File: config.mk
export PLATFORM = sky130hd
export DESIGN_NAME = count_range_ctrl
export DESIGN_NICKNAME = d
export VERILOG_FILES = /design/src/rtl/count_range_ctrl.sv
export SDC_FILE = /design/constraint.sdc
export NUM_CORES = 1
export LEC_CHECK = 0
export ABC_AREA = 0
export BUFFER_PORTS_ARGS = -buffer_cell sky130_fd_sc_hd__buf_4
export CORE_UTILIZATION = 45
export CTS_CLUSTER_SIZE = 28
export DETAILED_ROUTE_END_ITERATION = 7
export HOLD_SLACK_MARGIN = 0.05
export PLACE_DENSITY = 0.7
export SETUP_SLACK_MARGIN = 0.3
export SLEW_MARGIN = 20
export SYNTH_ARGS = -nofsm -noshare
export SYNTH_HDL_FRONTEND = slang
export SYNTH_SLANG_ARGS = --single-unit
export TNS_END_PERCENT = 50
File: constraint.sdc
create_clock -name clk -period 2.5 [get_ports clk]
set_clock_uncertainty 0.05 [all_clocks]
set_input_delay 0.125 -clock clk [delete_from_list [all_inputs] [get_ports clk]]
set_output_delay 0.125 -clock clk [all_outputs]
set_load 0.02 [all_outputs]
File: src/rtl/count_range_ctrl.sv
// Control stage for an external 4-bit loadable counter: keeps its output q cycling
// through a programmed lo..hi range, counting wraps and flagging range faults.
module count_range_ctrl (
    input  logic       clk,
    input  logic       rst,
    input  logic       start,
    input  logic       stop,
    input  logic [3:0] lo,
    input  logic [3:0] hi,
    input  logic [3:0] q,
    output logic       cnt_enb,
    output logic       cnt_modo,
    output logic [3:0] cnt_data,
    output logic       wrap,
    output logic [7:0] wraps,
    output logic       busy,
    output logic       err
);

    typedef enum logic [1:0] {
        IDLE = 2'd0,
        LOAD = 2'd1,
        RUN  = 2'd2
    } state_t;

    state_t     state_r;
    state_t     state_nxt_s;
    logic [3:0] lo_r;
    logic [3:0] hi_r;
    logic [7:0] wraps_r;
    logic       err_r;

    logic       range_ok_s;
    logic       at_hi_s;
    logic       fault_s;
    logic       accept_s;

    assign range_ok_s = (lo <= hi);
    assign accept_s   = (state_r == IDLE) && start && range_ok_s;
    assign at_hi_s    = (q == hi_r);
    assign fault_s    = (q < lo_r) || (q > hi_r);

    // State register
    always_ff @(posedge clk or negedge rst) begin
        if (!rst) begin
            state_r <= IDLE;
        end else begin
            state_r <= state_nxt_s;
        end
    end

    // Next-state logic; LOAD always lasts exactly one cycle
    always_comb begin
        state_nxt_s = state_r;
        case (state_r)
            IDLE: begin
                if (start && range_ok_s) begin
                    state_nxt_s = LOAD;
                end else begin
                    state_nxt_s = IDLE;
                end
            end
            LOAD: begin
                if (stop) begin
                    state_nxt_s = IDLE;
                end else begin
                    state_nxt_s = RUN;
                end
            end
            RUN: begin
                if (stop) begin
                    state_nxt_s = IDLE;
                end else begin
                    state_nxt_s = RUN;
                end
            end
            default: state_nxt_s = IDLE;
        endcase
    end

    // Counter control outputs; a range fault reloads lo just like a wrap but is not counted
    always_comb begin
        cnt_enb  = 1'b0;
        cnt_modo = 1'b0;
        wrap     = 1'b0;
        case (state_r)
            IDLE: begin
                cnt_enb  = 1'b0;
                cnt_modo = 1'b0;
                wrap     = 1'b0;
            end
            LOAD: begin
                cnt_enb  = 1'b1;
                cnt_modo = 1'b1;
                wrap     = 1'b0;
            end
            RUN: begin
                cnt_enb = 1'b1;
                if (at_hi_s) begin
                    cnt_modo = 1'b1;
                    wrap     = 1'b1;
                end else if (fault_s) begin
                    cnt_modo = 1'b1;
                    wrap     = 1'b0;
                end else begin
                    cnt_modo = 1'b0;
                    wrap     = 1'b0;
                end
            end
            default: begin
                cnt_enb  = 1'b0;
                cnt_modo = 1'b0;
                wrap     = 1'b0;
            end
        endcase
    end

    assign cnt_data = lo_r;
    assign busy     = (state_r != IDLE);
    assign wraps    = wraps_r;
    assign err      = err_r;

    // Range latch, saturating wrap count and sticky error flag
    always_ff @(posedge clk or negedge rst) begin
        if (!rst) begin
            lo_r    <= 4'd0;
            hi_r    <= 4'd15;
            wraps_r <= 8'd0;
            err_r   <= 1'b0;
        end else begin
            if (accept_s) begin
                lo_r    <= lo;
                hi_r    <= hi;
                wraps_r <= 8'd0;
                err_r   <= 1'b0;
            end else if ((state_r == IDLE) && start) begin
                err_r <= 1'b1;
            end else if (state_r == RUN) begin
                if (at_hi_s) begin
                    if (wraps_r != 8'd255) begin
                        wraps_r <= wraps_r + 8'd1;
                    end
                end else if (fault_s) begin
                    err_r <= 1'b1;
                end
            end
        end
    end

endmodule

==> results of run 1 <==
[cell type report]
cell class,count,area [um2],area share (%)
Multi-Input combinational cell,87,723,43.2
Sequential cell,19,480,28.7
Timing Repair Buffer,43,348,20.8
Inverter,16,60.1,3.58
Tap cell,30,37.5,2.24
Clock buffer,4,26.3,1.57
[cell usage after synthesis, drive strengths merged (3+ instances only)]
library cell / instances / area [um2]
nand3: 5 / 25.0
dfrtp: 15 / 375
nor3: 3 / 15.0
nand2: 3 / 11.3
mux2: 5 / 56.3
and2: 3 / 18.8
a21oi: 12 / 60.1
ha: 16 / 200
dfstp: 4 / 105
and4: 4 / 37.5
o21ai: 3 / 15.0
and3: 4 / 35.0
mux2i: 4 / 40.0
o31ai: 3 / 22.5
nand2b: 3 / 18.8
inv: 16 / 60.1
[worst paths after layout]
kind / depth (start not counted) / from / slack (ns) / to
max in group asynchronous: 2 / rst / 1.95 / hi_r[2]
worst max-delay path: 7 / hi_r[2] / 0.39 / cnt_modo
worst max register to register: 6 / hi_r[2] / 0.46 / wraps[3]
worst min register to register: 2 / hi_r[2] / 0.45 / hi_r[2]
worst min-delay path: 3 / start / 0.17 / err
min in group asynchronous: 2 / rst / 0.18 / wraps[7]
[placed cells by master, fill, tap and decap left out, types with 2 or more instances in the layout]
| master | Yosys | final |
|---|---|---|
| buf_4 | 0 | 33 |
| mux2_2 | 5 | 5 |
| dfrtp_1 | 15 | 15 |
| dlygate4sd3_1 | 0 | 10 |
| mux2i_1 | 4 | 4 |
| and3_4 | 2 | 2 |
| nand3_1 | 5 | 5 |
| and2_1 | 3 | 2 |
| nand4_1 | 2 | 2 |
| nand2b_1 | 3 | 3 |
| o31ai_1 | 3 | 3 |
| nand2_1 | 3 | 2 |
| and3_1 | 2 | 2 |
| o21ai_0 | 2 | 2 |
| a21oi_1 | 12 | 12 |
| and4_2 | 2 | 2 |
| ha_1 | 16 | 15 |
| or4_1 | 2 | 2 |
| inv_1 | 16 | 16 |
| clkbuf_4 | 0 | 3 |
| o211ai_1 | 2 | 2 |
| or3_1 | 2 | 2 |
| dfstp_2 | 4 | 4 |
| nor3_1 | 3 | 3 |
[worst min-delay path: stages]
cell,delay (ns)
buf_4,0.11
a21oi_1,0.07
a31oi_1,0.16
[through the flow]
stage	util [%]	setup WS (ns)
3_5_place_dp	59.6	0.343
2_1_floorplan	-	0.552
3_3_place_gp	59.6	0.468
4_1_cts	64.7	0.322
6_report	65.8	0.393
5_1_grt	65.8	0.279
[per-layer routing]
layer | routed length, um | vias to the layer above | GRT usage [%]
li1 | - | 542 | -
met1 | 1360 | 522 | 31.3
met2 | 1350 | 31 | 30.7
met3 | 125 | 12 | 4.44
met4 | 109 | 0 | 11.5
met5 | 0 | - | 0
[report_power, final]
part           leakage, nW  switching, mW  internal [mW]  total (mW)
clock               0.0150         0.0900         0.0619       0.152
combinational        0.562          0.277          0.246       0.523
sequential           0.238         0.0461          0.398       0.444
[cell families (layout without fill, tap and decap cells)]
logic type | Yosys count | after routing
AOI/OAI and AO/OA | 26 | 26
adders and majority gates | 16 | 16
buffers and inverters | 18 | 63
DFF | 19 | 19
muxes | 9 | 9
and+or+nand+nor | 36 | 36
[registers in the layout, summed over array words and instances, names as in the netlist]
signal,cells
wraps,8
hi_r,4
err,1
cnt_data,4
state_r,2
[what timing repair did]
action,in CTS,in global routing
resized for setup,2,5
setup buffers,0,0
pin swaps,0,1
hold buffers,10,0
hold endpoints to repair,28,0
setup endpoints to repair,1,3
==> run metrics, run 1 <==
Final Hold Fails=0; Arrival @ worst endpoint=between 1.5 and 2 ns; CTS Buf Count=3; post-route ant nets=0; max incr delay on CP=approximately 0.53 ns; core area=0.00254 mm2; Vias/cell=5.56; Starting DRT DRC Count=26; crit-path cells=inv_1 > ha_1 > and4_4 > and2_4 > nor4_2 > a21oi_1 > buf_4; Tmin final=roughly 2.1 ns; CTS root buffer=clkbuf_4; vias in the first global route=1,000; area of the mapped netlist=roughly 0.0012 mm2; Worst Path Buf+Inv=2; Finished Cell Area=0.00168 mm2; # Max-Cap Violations=0; share of post-route cells with drive strength above 1=33.7%; Final HPWL DP=2160 um; Tot Pwr=approximately 1.1 mW; class of the worst hold path=input pin to register; GRT Util Overall=21.9%; ant diodes=0; initial antenna violation count=0; clk_lat worst skew=a little under 0.3 ns; main combinational cell family by area after synthesis=simple AND/OR/NAND/NOR gates; port buffer count=32; die area=0.00299 mm2; Crit Path Category=register to primary output; Die Width=54.7 um; Critical Path RT=2.33 ns; dpl cells=between 150 and 200; largest fanout on the critical path=4; Nets=202; synth warn=0; DR WL/cell=about 15 um; setup_tns=0 ns; RSZ-0062 raised after global routing=true; die height=54.7 um; Post-synth EDFFs=0; H-tree depth=1; startpoint types=register; Power Dens Cells=667 mW/mm2; Worst setup EP type=primary output; post-route DRC violation count=0; post-synthesis simple-gate area fraction=18.6%; DRT Pass-1 Iters=4; post-synthesis async set-or-reset flop share=between 90% and 100%; compound-gate portion of the synthesized area=13.0%; P_leak=0.815 nW; status=complete, no violations; Mapped Cells=approximately 120; # IOs=33; largest net degree at the start of global routing=20; final setup fails=0; Most used DFF post-synth=dfrtp_1; post-synthesis cell type count=36; number of core rows=18; CTS tree=yes; clock sink total=19; clock tree buffer depth=2; Max IR drop VDD=0.593 mV; global route overflow=0; clk slew on worst S/H paths=~0.11 ns; sequential cell area fraction in the yosys report=38.5%; Slew Limit Headroom=72.8%; number of fill cells=between 200 and 250; count of pins over their slew limit=0; flip-flop and latch count after synthesis=19; placed cell areas=0.00152 mm2; Post-Synth Adder-Cell Area=between 15 and 20%; Final period util=between 80% and 90%; drt total wl=2950 um; Peak Freq=between 400 and 500 MHz; CP top delay family=flip-flops; Synth Area per Inst=between 10 and 15 um2; Synthesized Nets=156; Finished Layout Cells=199; XOR/XNOR share of the synthesized area=0%; worst-margin pin slew=0.408 ns; slowest CP cell=dfstp_2; global-route wire length before repair=around 4500 um; worst hold margin=roughly 0.17 ns; Via Count=1,107; P&R area growth vs syn=34.3%; mux cell area share after synthesis=under 10%; routability cong.=0.886; Initial Utilization=49.0%
Power figures use the tool's default switching activity.
==> run 2, diff against run 1 <==
==> constraint.sdc (replaced) <==
create_clock -name clk -period 2 [get_ports clk]
set_clock_uncertainty 0.05 [all_clocks]
set_input_delay 0.1 -clock clk [delete_from_list [all_inputs] [get_ports clk]]
set_output_delay 0.1 -clock clk [all_outputs]
set_load 0.02 [all_outputs]
==> run 2 against run 1 <==
Effect of this change: the run now ends with negative setup slack left; combinational power up 63%; clock-buffer cell count unchanged; die area unchanged; first-iteration DRC count down 12%; clock power up 32%; sequential share of layout area down 3.0 points; global-route usage down 0.38 points; final cell count up 4.5%; wire length up 10%; register-to-register slack worse by 0.41 ns.
==> run metrics, run 2 (synthesized netlist as in run 1, its figures left out) <==
status=finished with violations; failing checks=negative setup slack; placed cell areas=0.00159 mm2; CTS tree=yes; count of pins over their slew limit=0; Top cell by count, worst path=buf_4; reg-to-reg startpoint=hi_r[3]; Nets=211; Final HPWL DP=around 2200 um; Worst setup EP type=primary output; slowest CP cell=dfrtp_1; startpoint types=register; core area=around 0.0025 mm2; Max IR drop VDD=about 0.73 mV; setup_tns=-0.0150 ns; Final period util=101%; class of the worst hold path=input pin to register; Initial Utilization=49.0%; vias in the first global route=1,041; Tmin final=2.02 ns; hold path start=start; # Max-Cap Violations=0; CTS Buf Count=3; final setup fails=1; DRT Pass-1 Iters=4; clock tree buffer depth=2; number of fill cells=181; post-route DRC violation count=0; Vias/cell=5.57; CTS root buffer=clkbuf_4; most frequent cells in the layout=buf_4, inv_1, dfrtp_1, dlygate4sd3_1; Via Count=around 1,200; global-route wire length before repair=approximately 4500 um; dpl cells=187; worst hold stages=3; Arrival @ worst endpoint=1.87 ns; max reg flops=8; Starting DRT DRC Count=23; Critical Path RT=approximately 1.9 ns; max incr delay on CP=between 0.3 and 0.4 ns; die area=0.00299 mm2; Crit Path Category=register to primary output; ant diodes=0; FF-to-FF End=wraps[5]; Post-Route Utilization=73.9%; post-route ant nets=0; Power Dens Cells=862 mW/mm2; clk slew on worst S/H paths=between 0.1 and 0.15 ns; Slew Limit Headroom=82.9%; worst-margin pin slew=0.257 ns; P&R area growth vs syn=50.8%; clk_lat worst skew=0.30 ns; crit-path cells=inv_1 > ha_1 > nand2b_2 > a2111oi_4 > buf_4 > nor4_4 > a21oi_2 > buf_4; Die Width=54.7 um; Peak Freq=496 MHz; GRT Util Overall=21.6%; RSZ-0062 raised after global routing=true; leading cell type in the layout, fill and taps excluded=buf_4; largest fanout on the critical path=3; DR WL/cell=roughly 16 um; setup slack after layout=-0.0150 ns; Worst Path Buf+Inv=3; Finished Cell Area=0.00188 mm2; H-tree depth=1; clock sink total=19; port buffer count=32; largest net degree at the start of global routing=20; initial antenna violation count=0; Final Hold Fails=0; Finished Layout Cells=208; # IOs=33; global route overflow=0; CP top delay family=buffers and inverters; P_leak=0.862 nW; number of core rows=18; Place WS=roughly 0.056 ns; r2r setup slk=0.05 ns; R2R depth=6; die height=54.7 um; worst hold endpoint=err; drt total wl=3240 um; share of post-route cells with drive strength above 1=between 40% and 50%; routability cong.=0.790
-- run 2: cell count changes in the layout (fill, tap and decap cells not counted), sizes merged --
cell,previous run,this run
buf,33,42
-- run 2: worst max path at each step --
| stage | startpoint | end | slack [ns] | cells past startpoint |
|---|---|---|---|---|
| global placement | hi_r[2] | wraps[3] | 0.13 | 6 |
| CTS | hi_r[3] | cnt_modo | 0.007 | 7 |
| global route | cnt_data[3] | cnt_modo | -0.1 | 8 |
| detailed placement | hi_r[2] | wraps[3] | 0.06 | 6 |
| floorplan | wraps[0] | wraps[3] | 0.16 | 6 |
| finish | cnt_data[3] | cnt_modo | -0.02 | 8 |
-- run 2: repair_timing --
action,4_1_cts,5_1_grt
hold endpoints to repair,28,0
setup buffers,5,2
pin swaps,5,3
resized for setup,12,12
setup endpoints to repair,19,19
hold buffers,10,0
-- run 2: final cells by class --
| type | instances | area, um2 | area share, % |
|---|---|---|---|
| Tap cell | 30 | 37.5 | 2.00 |
| Timing Repair Buffer | 52 | 419 | 22.3 |
| Multi-Input combinational cell | 87 | 855 | 45.4 |
| Inverter | 16 | 60.1 | 3.19 |
| Clock buffer | 4 | 26.3 | 1.40 |
| Sequential cell | 19 | 483 | 25.7 |
-- run 2: where the power goes --
part	switching [mW]	leakage, nW	internal, mW	total [mW]
Combinational	0.428	0.612	0.426	0.855
Sequential	0.0680	0.235	0.499	0.567
Clock	0.122	0.0150	0.0779	0.200
Total	0.619	0.862	1.00	1.62
-- run 2: worst register-to-register path, delay by kind of cell, from the launching register on --
family                     cells  cell delay, ns
AOI/OAI and AO/OA              1            0.14
adders and majority gates      1            0.27
buffers and inverters          1            0.05
DFF                            1            0.54
and+or+nand+nor                3            0.82
-- run 2: through the flow --
step                      hold WS, ns  power, mW
after floorplan                -0.246      0.975
after global placement        -0.0575       1.19
after detailed placement      -0.0588       1.22
after CTS                      0.0963       1.53
after global routing           0.0925       1.72
final                           0.111       1.62
-- run 2: routing by layer --
metal	vias to the layer above	track usage, %	routed length, um
li1	559	-	-
met1	553	26.6	1370
met2	41	37.8	1660
met3	6	6.11	153
met4	0	2.56	53
met5	-	0	0
